**src/rtl/serial_uart_endpoint_if.sv**
```systemverilog
// serial_uart_endpoint_if: processor-side byte port of the UART endpoint.
// master = processor (writes/pops), slave = endpoint (data/valid/ready).
interface serial_uart_endpoint_if;
  logic [7:0] cpu_data_in;
  logic       cpu_wren_in;
  logic       cpu_rden_in;
  logic [7:0] cpu_data_out;
  logic       cpu_valid_out;
  logic       cpu_ready_out;

  modport master (
    output cpu_data_in, cpu_wren_in, cpu_rden_in,
    input  cpu_data_out, cpu_valid_out, cpu_ready_out
  );

  modport slave (
    input  cpu_data_in, cpu_wren_in, cpu_rden_in,
    output cpu_data_out, cpu_valid_out, cpu_ready_out
  );
endinterface

```
**src/rtl/serial_uart_endpoint.sv**
```systemverilog
// serial_uart_endpoint: TX/RX FIFOs + 8N1 UART between processor and pins.
// Ports: clock, reset (sync, low), cpu (slave), uart_rx_in/uart_tx_out, sticky flags.
module serial_uart_endpoint #(
  parameter int CLKS_PER_BIT = 434,
  parameter int FIFO_LOG2    = 4
) (
  input  logic                  clock,
  input  logic                  reset,
  serial_uart_endpoint_if.slave cpu,
  input  logic                  uart_rx_in,
  output logic                  uart_tx_out,
  output logic                  rx_overflow_out,
  output logic                  rx_frame_err_out
);
  localparam int DEPTH = 1 << FIFO_LOG2;
  localparam int CW    = $clog2(CLKS_PER_BIT);
  localparam int PW    = FIFO_LOG2;
  localparam logic [CW-1:0] BIT_END  = CW'(CLKS_PER_BIT - 1);
  localparam logic [CW-1:0] HALF_END = CW'(CLKS_PER_BIT / 2 - 1);
  localparam logic [PW:0]   FULL     = (PW+1)'(DEPTH);

  typedef enum logic [1:0] {IDLE, START, DATA, STOP} uart_state_e;

  // TX FIFO
  logic [7:0]    tx_mem [DEPTH];
  logic [PW-1:0] tx_wr, tx_rd;
  logic [PW:0]   tx_count;
  logic          tx_push, tx_pop;

  assign cpu.cpu_ready_out = (tx_count != FULL);
  assign tx_push = cpu.cpu_wren_in && (tx_count != FULL || tx_pop);

  always_ff @(posedge clock) begin
    if (!reset) begin
      tx_wr    <= '0;
      tx_rd    <= '0;
      tx_count <= '0;
    end else begin
      if (tx_push) tx_wr <= tx_wr + PW'(1);
      if (tx_pop)  tx_rd <= tx_rd + PW'(1);
      tx_count <= tx_count + (PW+1)'(tx_push)
                           - (PW+1)'(tx_pop);
    end
  end

  always_ff @(posedge clock)
    if (tx_push) tx_mem[tx_wr] <= cpu.cpu_data_in;

  // RX FIFO
  logic [7:0]    rx_mem [DEPTH];
  logic [PW-1:0] rx_wr, rx_rd;
  logic [PW:0]   rx_count;
  logic          rx_push, rx_pop, rx_store;

  assign rx_pop  = cpu.cpu_rden_in && (rx_count != '0);
  assign rx_push = rx_store && (rx_count != FULL || rx_pop);
  assign cpu.cpu_valid_out = (rx_count != '0);
  assign cpu.cpu_data_out  =
    (rx_count != '0) ? rx_mem[rx_rd] : 8'h00;

  always_ff @(posedge clock) begin
    if (!reset) begin
      rx_wr    <= '0;
      rx_rd    <= '0;
      rx_count <= '0;
    end else begin
      if (rx_push) rx_wr <= rx_wr + PW'(1);
      if (rx_pop)  rx_rd <= rx_rd + PW'(1);
      rx_count <= rx_count + (PW+1)'(rx_push)
                           - (PW+1)'(rx_pop);
    end
  end

  // TX FSM
  uart_state_e   tx_state, tx_state_d;
  logic [CW-1:0] tx_cnt, tx_cnt_d;
  logic [2:0]    tx_bit, tx_bit_d;
  logic [7:0]    tx_shift, tx_shift_d;
  logic          tx_line, tx_line_d;

  assign uart_tx_out = tx_line;

  always_ff @(posedge clock) begin
    if (!reset) begin
      tx_state <= IDLE;
      tx_cnt   <= '0;
      tx_bit   <= '0;
      tx_shift <= '0;
      tx_line  <= 1'b1;
    end else begin
      tx_state <= tx_state_d;
      tx_cnt   <= tx_cnt_d;
      tx_bit   <= tx_bit_d;
      tx_shift <= tx_shift_d;
      tx_line  <= tx_line_d;
    end
  end

  always_comb begin
    tx_state_d = tx_state;
    tx_cnt_d   = tx_cnt + CW'(1);
    tx_bit_d   = tx_bit;
    tx_shift_d = tx_shift;
    tx_line_d  = tx_line;
    tx_pop     = 1'b0;
    unique case (tx_state)
      IDLE: begin
        tx_cnt_d  = '0;
        tx_line_d = 1'b1;
        if (tx_count != '0) begin
          tx_pop     = 1'b1;
          tx_shift_d = tx_mem[tx_rd];
          tx_state_d = START;
          tx_line_d  = 1'b0;
        end
      end
      START: if (tx_cnt == BIT_END) begin
        tx_cnt_d   = '0;
        tx_bit_d   = '0;
        tx_state_d = DATA;
        tx_line_d  = tx_shift[0];
      end
      DATA: if (tx_cnt == BIT_END) begin
        tx_cnt_d   = '0;
        tx_shift_d = tx_shift >> 1;
        if (tx_bit == 3'd7) begin
          tx_state_d = STOP;
          tx_line_d  = 1'b1;
        end else begin
          tx_bit_d  = tx_bit + 3'd1;
          tx_line_d = tx_shift[1];
        end
      end
      STOP: if (tx_cnt == BIT_END) begin
        tx_cnt_d = '0;
        // Back-to-back frames: reload straight into START.
        if (tx_count != '0) begin
          tx_pop     = 1'b1;
          tx_shift_d = tx_mem[tx_rd];
          tx_state_d = START;
          tx_line_d  = 1'b0;
        end else begin
          tx_state_d = IDLE;
        end
      end
      default: tx_state_d = IDLE;
    endcase
  end

  // RX synchronizer and FSM
  logic rx_meta, rx_sync;

  always_ff @(posedge clock) begin
    if (!reset) begin
      rx_meta <= 1'b1;
      rx_sync <= 1'b1;
    end else begin
      rx_meta <= uart_rx_in;
      rx_sync <= rx_meta;
    end
  end

  uart_state_e   rx_state, rx_state_d;
  logic [CW-1:0] rx_cnt, rx_cnt_d;
  logic [2:0]    rx_bit, rx_bit_d;
  logic [7:0]    rx_shift, rx_shift_d;
  logic          err_set, ovf_set;

  assign ovf_set = rx_store && rx_count == FULL && !rx_pop;

  always_ff @(posedge clock) begin
    if (!reset) begin
      rx_state         <= IDLE;
      rx_cnt           <= '0;
      rx_bit           <= '0;
      rx_shift         <= '0;
      rx_overflow_out  <= 1'b0;
      rx_frame_err_out <= 1'b0;
    end else begin
      rx_state <= rx_state_d;
      rx_cnt   <= rx_cnt_d;
      rx_bit   <= rx_bit_d;
      rx_shift <= rx_shift_d;
      if (ovf_set) rx_overflow_out  <= 1'b1;
      if (err_set) rx_frame_err_out <= 1'b1;
    end
  end

  always_ff @(posedge clock)
    if (rx_push) rx_mem[rx_wr] <= rx_shift;

  always_comb begin
    rx_state_d = rx_state;
    rx_cnt_d   = rx_cnt + CW'(1);
    rx_bit_d   = rx_bit;
    rx_shift_d = rx_shift;
    rx_store   = 1'b0;
    err_set    = 1'b0;
    unique case (rx_state)
      IDLE: begin
        rx_cnt_d = '0;
        if (!rx_sync) rx_state_d = START;
      end
      // Half-bit re-check filters short glitches
      // and aligns later samples to mid-bit.
      START: if (rx_cnt == HALF_END) begin
        rx_cnt_d   = '0;
        rx_bit_d   = '0;
        rx_state_d = rx_sync ? IDLE : DATA;
      end
      DATA: if (rx_cnt == BIT_END) begin
        rx_cnt_d   = '0;
        rx_shift_d = {rx_sync, rx_shift[7:1]};
        if (rx_bit == 3'd7) rx_state_d = STOP;
        else rx_bit_d = rx_bit + 3'd1;
      end
      STOP: if (rx_cnt == BIT_END) begin
        rx_cnt_d   = '0;
        rx_state_d = IDLE;
        rx_store   = rx_sync;
        err_set    = !rx_sync;
      end
      default: rx_state_d = IDLE;
    endcase
  end
endmodule

```
**src/flat_wrapper.sv**
```systemverilog
// flat-port wrapper written by rule: the top's interface ports become plain ports
module serial_uart_endpoint_flat 
#(
  parameter int CLKS_PER_BIT = 434,
  parameter int FIFO_LOG2    = 4
)
  (clock, reset, uart_rx_in, uart_tx_out, rx_overflow_out, rx_frame_err_out, cpu_cpu_data_in, cpu_cpu_wren_in, cpu_cpu_rden_in, cpu_cpu_data_out, cpu_cpu_valid_out, cpu_cpu_ready_out);
  serial_uart_endpoint_if cpu_i ();
  input  logic clock;
  input  logic reset;
  input  logic uart_rx_in;
  output logic uart_tx_out;
  output logic rx_overflow_out;
  output logic rx_frame_err_out;
  input wire logic [$bits(cpu_i.cpu_data_in)-1:0] cpu_cpu_data_in;
  input wire logic [$bits(cpu_i.cpu_wren_in)-1:0] cpu_cpu_wren_in;
  input wire logic [$bits(cpu_i.cpu_rden_in)-1:0] cpu_cpu_rden_in;
  output wire logic [$bits(cpu_i.cpu_data_out)-1:0] cpu_cpu_data_out;
  output wire logic [$bits(cpu_i.cpu_valid_out)-1:0] cpu_cpu_valid_out;
  output wire logic [$bits(cpu_i.cpu_ready_out)-1:0] cpu_cpu_ready_out;
  assign cpu_i.cpu_data_in = cpu_cpu_data_in;
  assign cpu_i.cpu_wren_in = cpu_cpu_wren_in;
  assign cpu_i.cpu_rden_in = cpu_cpu_rden_in;
  assign cpu_cpu_data_out = cpu_i.cpu_data_out;
  assign cpu_cpu_valid_out = cpu_i.cpu_valid_out;
  assign cpu_cpu_ready_out = cpu_i.cpu_ready_out;
  serial_uart_endpoint #(.CLKS_PER_BIT(CLKS_PER_BIT), .FIFO_LOG2(FIFO_LOG2)) u_core (.clock(clock), .reset(reset), .cpu(cpu_i), .uart_rx_in(uart_rx_in), .uart_tx_out(uart_tx_out), .rx_overflow_out(rx_overflow_out), .rx_frame_err_out(rx_frame_err_out));
endmodule
```
**config.mk**
```make
export PLATFORM = sky130hd
export DESIGN_NAME = serial_uart_endpoint_flat
export DESIGN_NICKNAME = d
export VERILOG_FILES = /design/src/rtl/serial_uart_endpoint_if.sv /design/src/rtl/serial_uart_endpoint.sv /design/src/flat_wrapper.sv
export SDC_FILE = /design/constraint.sdc
export NUM_CORES = 1
export LEC_CHECK = 0
export BUFFER_PORTS_ARGS = -buffer_cell sky130_fd_sc_hd__buf_2
export CAP_MARGIN = 25
export CORE_MARGIN = 4
export CORE_UTILIZATION = 55
export DETAILED_ROUTE_END_ITERATION = 6
export GPL_TIMING_DRIVEN = 0
export PLACE_DENSITY = 0.75
export SLEW_MARGIN = 40
export SYNTH_ARGS = -nofsm -noshare
export SYNTH_HDL_FRONTEND = slang
export SYNTH_SLANG_ARGS = --single-unit
```
**constraint.sdc**
```tcl
create_clock -name clock -period 3.1 [get_ports clock]
set_input_delay 0.62 -clock clock [delete_from_list [all_inputs] [get_ports clock]]
set_output_delay 0.62 -clock clock [all_outputs]
set_load 0.01 [all_outputs]
```
==> results of run 1 <==
-- how the worst min path moves through the flow --
stage / end / slack, ns / cells past startpoint
2_1_floorplan: u_core.rx_sync$_SDFF_PN1_ / 0.39 / 1
5_1_grt: u_core.rx_meta$_SDFF_PN1_ / 0.29 / 2
3_5_place_dp: u_core.tx_cnt[0]$_SDFF_PP0_ / 0.46 / 1
4_1_cts: u_core.rx_meta$_SDFF_PN1_ / 0.28 / 2
6_report: u_core.rx_meta$_SDFF_PN1_ / 0.31 / 2
3_3_place_gp: u_core.tx_cnt[0]$_SDFF_PP0_ / 0.45 / 1
-- synth_stat cells (18+ instances only) --
master	instances
nand2_1	18
xnor2_1	18
o21ai_0	18
nand3_1	22
a21oi_1	39
mux4_2	72
inv_1	26
edfxtp_1	256
and3_1	33
dfxtp_1	83
ha_1	36
nor2_1	46
-- registers in the layout, summed over array words and instances, names as in the netlist, named ones only --
register and count:
u_core.rx_mem 128, u_core.tx_wr 4, u_core.rx_frame_err_out 1, u_core.rx_shift 8, u_core.tx_count 5, u_core.rx_overflow_out 1, u_core.tx_bit 3, u_core.tx_state 2
u_core.rx_state 1, u_core.rx_meta 1, u_core.rx_bit 3, u_core.rx_count 5, u_core.rx_cnt 9, u_core.rx_rd 4, u_core.rx_wr 4, u_core.tx_mem 128
u_core.tx_rd 4, u_core.tx_cnt 9, u_core.uart_tx_out 1, u_core.tx_shift 8, u_core.rx_sync 1
-- power breakdown --
part | switching (mW) | internal [mW] | total (mW) | leakage [nW]
logic | 1.67 | 1.63 | 3.30 | 1.75
registers | 0.144 | 5.07 | 5.22 | 3.02
clock network | 1.67 | 2.29 | 3.96 | 0.535
total | 3.49 | 8.99 | 12.5 | 5.31
-- stage by stage --
step	setup TNS, ns	worst slack [ns]	util	power [mW]	cells
floorplan	0	0.3914	-	7.563	854
global placement	0	0.04529	0.5864	8.261	1203
detailed placement	-0.05784	-0.03837	0.5866	8.352	1203
CTS	-0.08470	-0.03934	0.6330	12.39	1268
global route	-0.3609	-0.06692	0.6398	13.10	1273
finish	-0.01755	-0.01005	0.6398	12.48	1273
-- what timing repair did --
| item | CTS | global route |
|---|---|---|
| resized for setup | 15 | 18 |
| setup buffers | 0 | 2 |
| endpoints found under the setup margin | 10 | 11 |
| cloned | 0 | 3 |
| pin swaps | 0 | 2 |
-- layout by cell type (no fill, tap or decap), drive strengths merged, types with 9 or more instances in the layout --
master / instances
nor2: 46
nand2b: 10
nand3: 22
nor2b: 9
dfxtp: 83
o21ai: 20
mux4: 72
clkinv: 14
edfxtp: 256
ha: 36
clkbuf: 72
a22o: 14
a21oi: 39
inv: 29
and3: 33
xnor2: 18
and2: 18
buf: 42
nand2: 18
mux2i: 12
-- area by class of cell --
cell class	instances	area (um^2)	share of cell area
Tap cell	324	405.4	0.02575
Buffer	35	227.7	0.01447
Sequential cell	339	9350	0.5940
Multi-Input combinational cell	452	4342	0.2758
Clock buffer	49	969.7	0.06160
Inverter	28	105.1	0.006677
Clock inverter	16	120.1	0.007631
Timing Repair Buffer	30	221.5	0.01407
-- cell families after synthesis --
family                   count (synthesis)  share of synthesized area
flip-flops                             339                     0.6727
AND/OR/NAND/NOR                        194                    0.07922
adder cells (fa/ha/maj)                 38                    0.03529
buffers and inverters                   63                    0.01972
XOR/XNOR                                23                    0.01449
AO/OA/AOI/OAI                          112                    0.05249
multiplexers                            85                     0.1261
-- layer usage --
metal	vias to the layer above	wire [um]	track usage
met5	-	0	0
met4	0	674	0.05799
met3	44	1405	0.02963
met2	232	13730	0.3253
met1	3824	11430	0.2707
li1	3491	-	-
==> flow_summary.yaml, run 1 <==
power_and_ir_drop:
  ir_drop_uv: 567.3
  power.density_mw_per_mm2: 792.9
  p_leak_nw: 5.307
setup_path:
  crit_type: "reg -> out"
  start_kind: "register"
  crit_path_top_delay_cell: "mux4_2"
  cp_num_cells: 6
  worstReg2RegEnd: "u_core.tx_count[4]$_SDFF_PN0_"
  crit_path_max_fanout: 8
  rrSetupSlack_ns: 0.22
  crit_family: "multiplexers"
  critPathArrivalTime_ns: 2.49
  crit_end: "cpu_cpu_data_out[2]"
  cp.required_ns: 2.48
  critical_path_buf_inv_count: 3
  cp_cell_sequence: "buf_12 -> buf_12 -> mux4_2 -> mux4_2 -> and2_1 -> buf_2"
  r2r-start: "u_core.tx_count[2]$_SDFF_PN0_"
  slowest_delay_ns: 0.54
  reg2reg_depth: 12
  endpoint_kind: "primary output"
timing:
  slew_viol_final: 0
  rsz0062_at_grt: "true"
  finalHoldViolCount: 0
  min_period_ns: 3.110
  worstMarginPinSlew_ns: 0.8023
  fin_skew_ns: 0.02188
  whs_ns: 0.3058
  slew_headroom: 0.4622
  post-route-period-util: 1.003
  setup_viol_count_final: 2
  worst_slack_ns: -0.01005
  fmax_ghz: 0.3215
cts:
  clkTransAtPathRegs_ns: 0.06
  clock_sinks: 339
  h-tree-depth: 2
  hold_buffers: 0
  worstSkewPairLatency_ns: 0.51
  cts_buffer_depth: 3
  cts_tree: "done"
  cts_made_buffers: 36
  cts-root-buf: "clkbuf_16"
detailed_routing:
  num_vias: 7591
  routed_wl_mm: 27.24
  drtPass1Iterations: 5
  avgViaCountPerCell: 5.963
  drc_errors: 0
  drtIter0Drc: 627
  ant_nets: 0
  wl_per_cell_um: 21.40
die:
  initial_core_util: 0.5649
  die_area_mm2: 0.02788
  die_w_um: 167.0
  ios: 26
  core_mm2: 0.02460
  die_h_um: 167.0
  num_rows: 57
placement:
  placed_area_mm2: 0.01443
  portBuffers: 25
  gp_congestion: 0.7820
  dp_hpwl_mm: 18.03
yosys:
  synth.distinct_cells: 60
  yosys.area.top_type: "edfxtp_1"
  synth_flop_cell: "edfxtp_1"
  syn_nets: 905
  ys_ff_latch: 339
  synth_area_mm2: 0.01390
  synth_edf_count: 256
  netlist_instances: 854
  yosys_warnings: 0
  synthArstFlopShare: 0
  postSynthAreaPerCell_um2: 16.27
  synth_top_area_share: 0.5531
  synthTopCellsByArea: "edfxtp_1 55%, dfxtp_1 12%, mux4_2 12%"
  synth.yosys.seq_area_share: 0.6727
finish:
  nNetsFinal: 973
  area_growth_syn_to_layout_pct: 13.26
  design_area_mm2: 0.01574
  n_fill_cell: 1713
  n_antenna_cell: 0
  drive_gt1_frac: 0.1970
global_route:
  antenna_found_initial: 0
  grt_max_degree: 19
  grt_pass1_vias: 7584
  gr-total-overflow: 0
  grt_use_total: 0.1953
  grt_pass1_wl_mm: 42.61
run_status:
  status: "finished with violations"
  violations: "negative setup slack"
worst_hold_path:
  hold_class: "in -> reg"
  worstHoldStart: "uart_rx_in"
flow_run:
  drv_cap: 0
Note: power is estimated with default switching activity, not from simulation.
==> run 2, diff against run 1 <==
--- a/config.mk
+++ b/config.mk
@@ -8,10 +8,10 @@
 export BUFFER_PORTS_ARGS = -buffer_cell sky130_fd_sc_hd__buf_2
 export CAP_MARGIN = 25
 export CORE_MARGIN = 4
-export CORE_UTILIZATION = 55
+export CORE_UTILIZATION = 45
 export DETAILED_ROUTE_END_ITERATION = 6
 export GPL_TIMING_DRIVEN = 0
-export PLACE_DENSITY = 0.75
+export PLACE_DENSITY = 0.64
 export SLEW_MARGIN = 40
 export SYNTH_ARGS = -nofsm -noshare
 export SYNTH_HDL_FRONTEND = slang
==> run 2 against run 1 <==
- the flow still finishes with violations (negative setup slack)
- fmax grew 0.30%
- wire length up 1.1%
- sequential power about the same
- register-to-register slack is essentially flat
- setup slack improved by 0.0092 ns
- critical path depth is the same
==> flow_summary.yaml, run 2 (synthesis gave the netlist of run 1 again) <==
run_status:
  status: "finished with violations"
  violations: "negative setup slack"
detailed_routing:
  drtIter0Drc: 627
  routed-wl-met3_mm: 1.196
  num_vias: 7582
  dr.max_layer_used: "met4"
  wl_per_cell_um: 20.40
  avgViaCountPerCell: 5.616
  routed_wl_mm: 27.54
  drtPass1Iterations: 5
  wl_met2_mm: 13.62
  ant_nets: 0
  wl_met1_mm: 12.31
  drc_errors: 0
die:
  core_mm2: 0.03051
  die_h_um: 183.7
  die_area_mm2: 0.03376
  num_rows: 64
  ios: 26
  initial_core_util: 0.4555
  die_w_um: 183.7
global_route:
  grt_pass1_vias: 7725
  grt_pass1_wl_mm: 43.78
  grt_max_degree: 19
  antenna_found_initial: 0
  gr-total-overflow: 0
  grt_use_total: 0.1666
finish:
  drive_gt1_frac: 0.2086
  design_area_mm2: 0.01604
  post-route-util: 0.5258
  mostFrequentLayoutCells: "256 x edfxtp_1, 82 x dfxtp_1, 72 x mux4_2"
  reg_top3: "u_core.rx_mem: 128 flops, u_core.tx_mem: 128 flops"
  final_common_cell: "edfxtp_1"
  n_antenna_cell: 0
  nNetsFinal: 976
  area_growth_syn_to_layout_pct: 15.42
power_and_ir_drop:
  clockPowerShare: 0.342
  p_sw_frac: 0.2714
  seqPwrFrac: 0.401
  p_leak_nw: 5.407
  p_sw_mw: 3.531
  internal-power_mw: 9.481
  power.density_mw_per_mm2: 811.2
  p_comb_frac: 0.257
  ir_drop_uv: 455.8
timing:
  post-route-period-util: 1.000
  fmax_ghz: 0.3225
  slew_headroom: 0.4137
  worstMarginPinSlew_ns: 0.8794
  fin_skew_ns: 0.01720
  setup_viol_count_final: 1
  worst_slack_ns: -0.0008062
  finalHoldViolCount: 0
  rsz0062_at_grt: "true"
  min_period_ns: 3.101
  slew_viol_final: 0
setup_path:
  endpoint_kind: "primary output"
  crit_path_max_fanout: 8
  cp.required_ns: 2.48
  critPathArrivalTime_ns: 2.48
  start_kind: "register"
  crit_type: "reg -> out"
cts:
  clock_sinks: 339
  clkTransAtPathRegs_ns: 0.05
  worstSkewPairLatency_ns: 0.52
  h-tree-depth: 2
  cts_buffer_depth: 3
  cts_made_buffers: 37
  cts_tree: "done"
  cts-root-buf: "clkbuf_16"
placement:
  placed_area_mm2: 0.01454
  portBuffers: 25
  dp_hpwl_mm: 17.93
  gp_congestion: 0.8181
worst_hold_path:
  hold_class: "in -> reg"
flow_run:
  drv_cap: 0
[run 2: changes by cell type in the layout (fill, tap and decap cells not counted), moves of 3 or more]
cell,delta
and2_1,-5
and2_4,+4
buf_2,-4
buf_6,+4
clkbuf_1,-4
bufinv_16,+3
clkbuf_8,+3
inv_6,-3
[run 2: path summary, 6_finish.rpt]
| path | start | end | slack [ns] | depth (start not counted) |
|---|---|---|---|---|
| setup / recovery | register | cpu_cpu_data_out[0] | -0.0008 | 6 |
| hold / removal | uart_rx_in | u_core.rx_meta$_SDFF_PN1_ | 0.29 | 2 |
| hold reg to reg | u_core.rx_meta$_SDFF_PN1_ | u_core.rx_sync$_SDFF_PN1_ | 0.41 | 1 |
| setup reg to reg | u_core.tx_cnt[1]$_SDFF_PP0_ | u_core.tx_count[4]$_SDFF_PN0_ | 0.21 | 12 |
[run 2: area by class of cell]
| type | instances | area (um^2) |
|---|---|---|
| inverter | 28 | 105.1 |
| multi-input combinational | 452 | 4333 |
| tap | 396 | 495.5 |
| sequential | 339 | 9350 |
| timing repair buffer | 32 | 266.5 |
| fill | 2444 | 14470 |
| buffer | 35 | 226.5 |
| clock buffer | 49 | 1042 |
| clock inverter | 19 | 222.7 |
[run 2: metal layers]
| layer | GRT usage | vias to the layer above |
|---|---|---|
| met2 | 0.2818 | 155 |
| met3 | 0.03126 | 35 |
| li1 | - | 3520 |
| met4 | 0.03401 | 0 |
| met5 | 0 | - |
| met1 | 0.2288 | 3872 |
[run 2: worst max-delay path, stage by stage (launching register included)]
cell and delay, ns:
dfxtp_2 0.34, buf_12 0.16, buf_12 0.13, mux4_2 0.52, mux4_2 0.52, and2_4 0.18
buf_6 0.11
[run 2: metrics by stage]
stage                       TNS (ns)  power [mW]  setup slack, ns  hold slack, ns  instances
after floorplan                    0       7.563           0.3914          0.3863        854
after global placement             0       8.292          0.05084          0.3958       1275
after detailed placement           0       8.333          0.01635          0.4023       1276
after CTS                    -0.1810       12.98         -0.04450          0.2679       1347
after global routing         -0.3557       13.67         -0.05676          0.2961       1350
final                     -0.0008062       13.01       -0.0008062          0.2861       1350
[run 2: power by group through the flow]
stage / combinational [mW] / sequential (mW) / clock (mW)
floorplan: 2.29 / 5.27 / 0
global placement: 2.99 / 5.30 / 0
detailed placement: 3.03 / 5.30 / 0
CTS: 3.22 / 5.21 / 4.55
global route: 3.68 / 5.24 / 4.76
finish: 3.34 / 5.21 / 4.46
[run 2: repair_timing]
item	CTS	global route
pin swaps	0	1
gates resized for setup	18	21
hold buffers	0	0
endpoints found under the setup margin	9	11
gates cloned	2	1
setup buffers	1	2
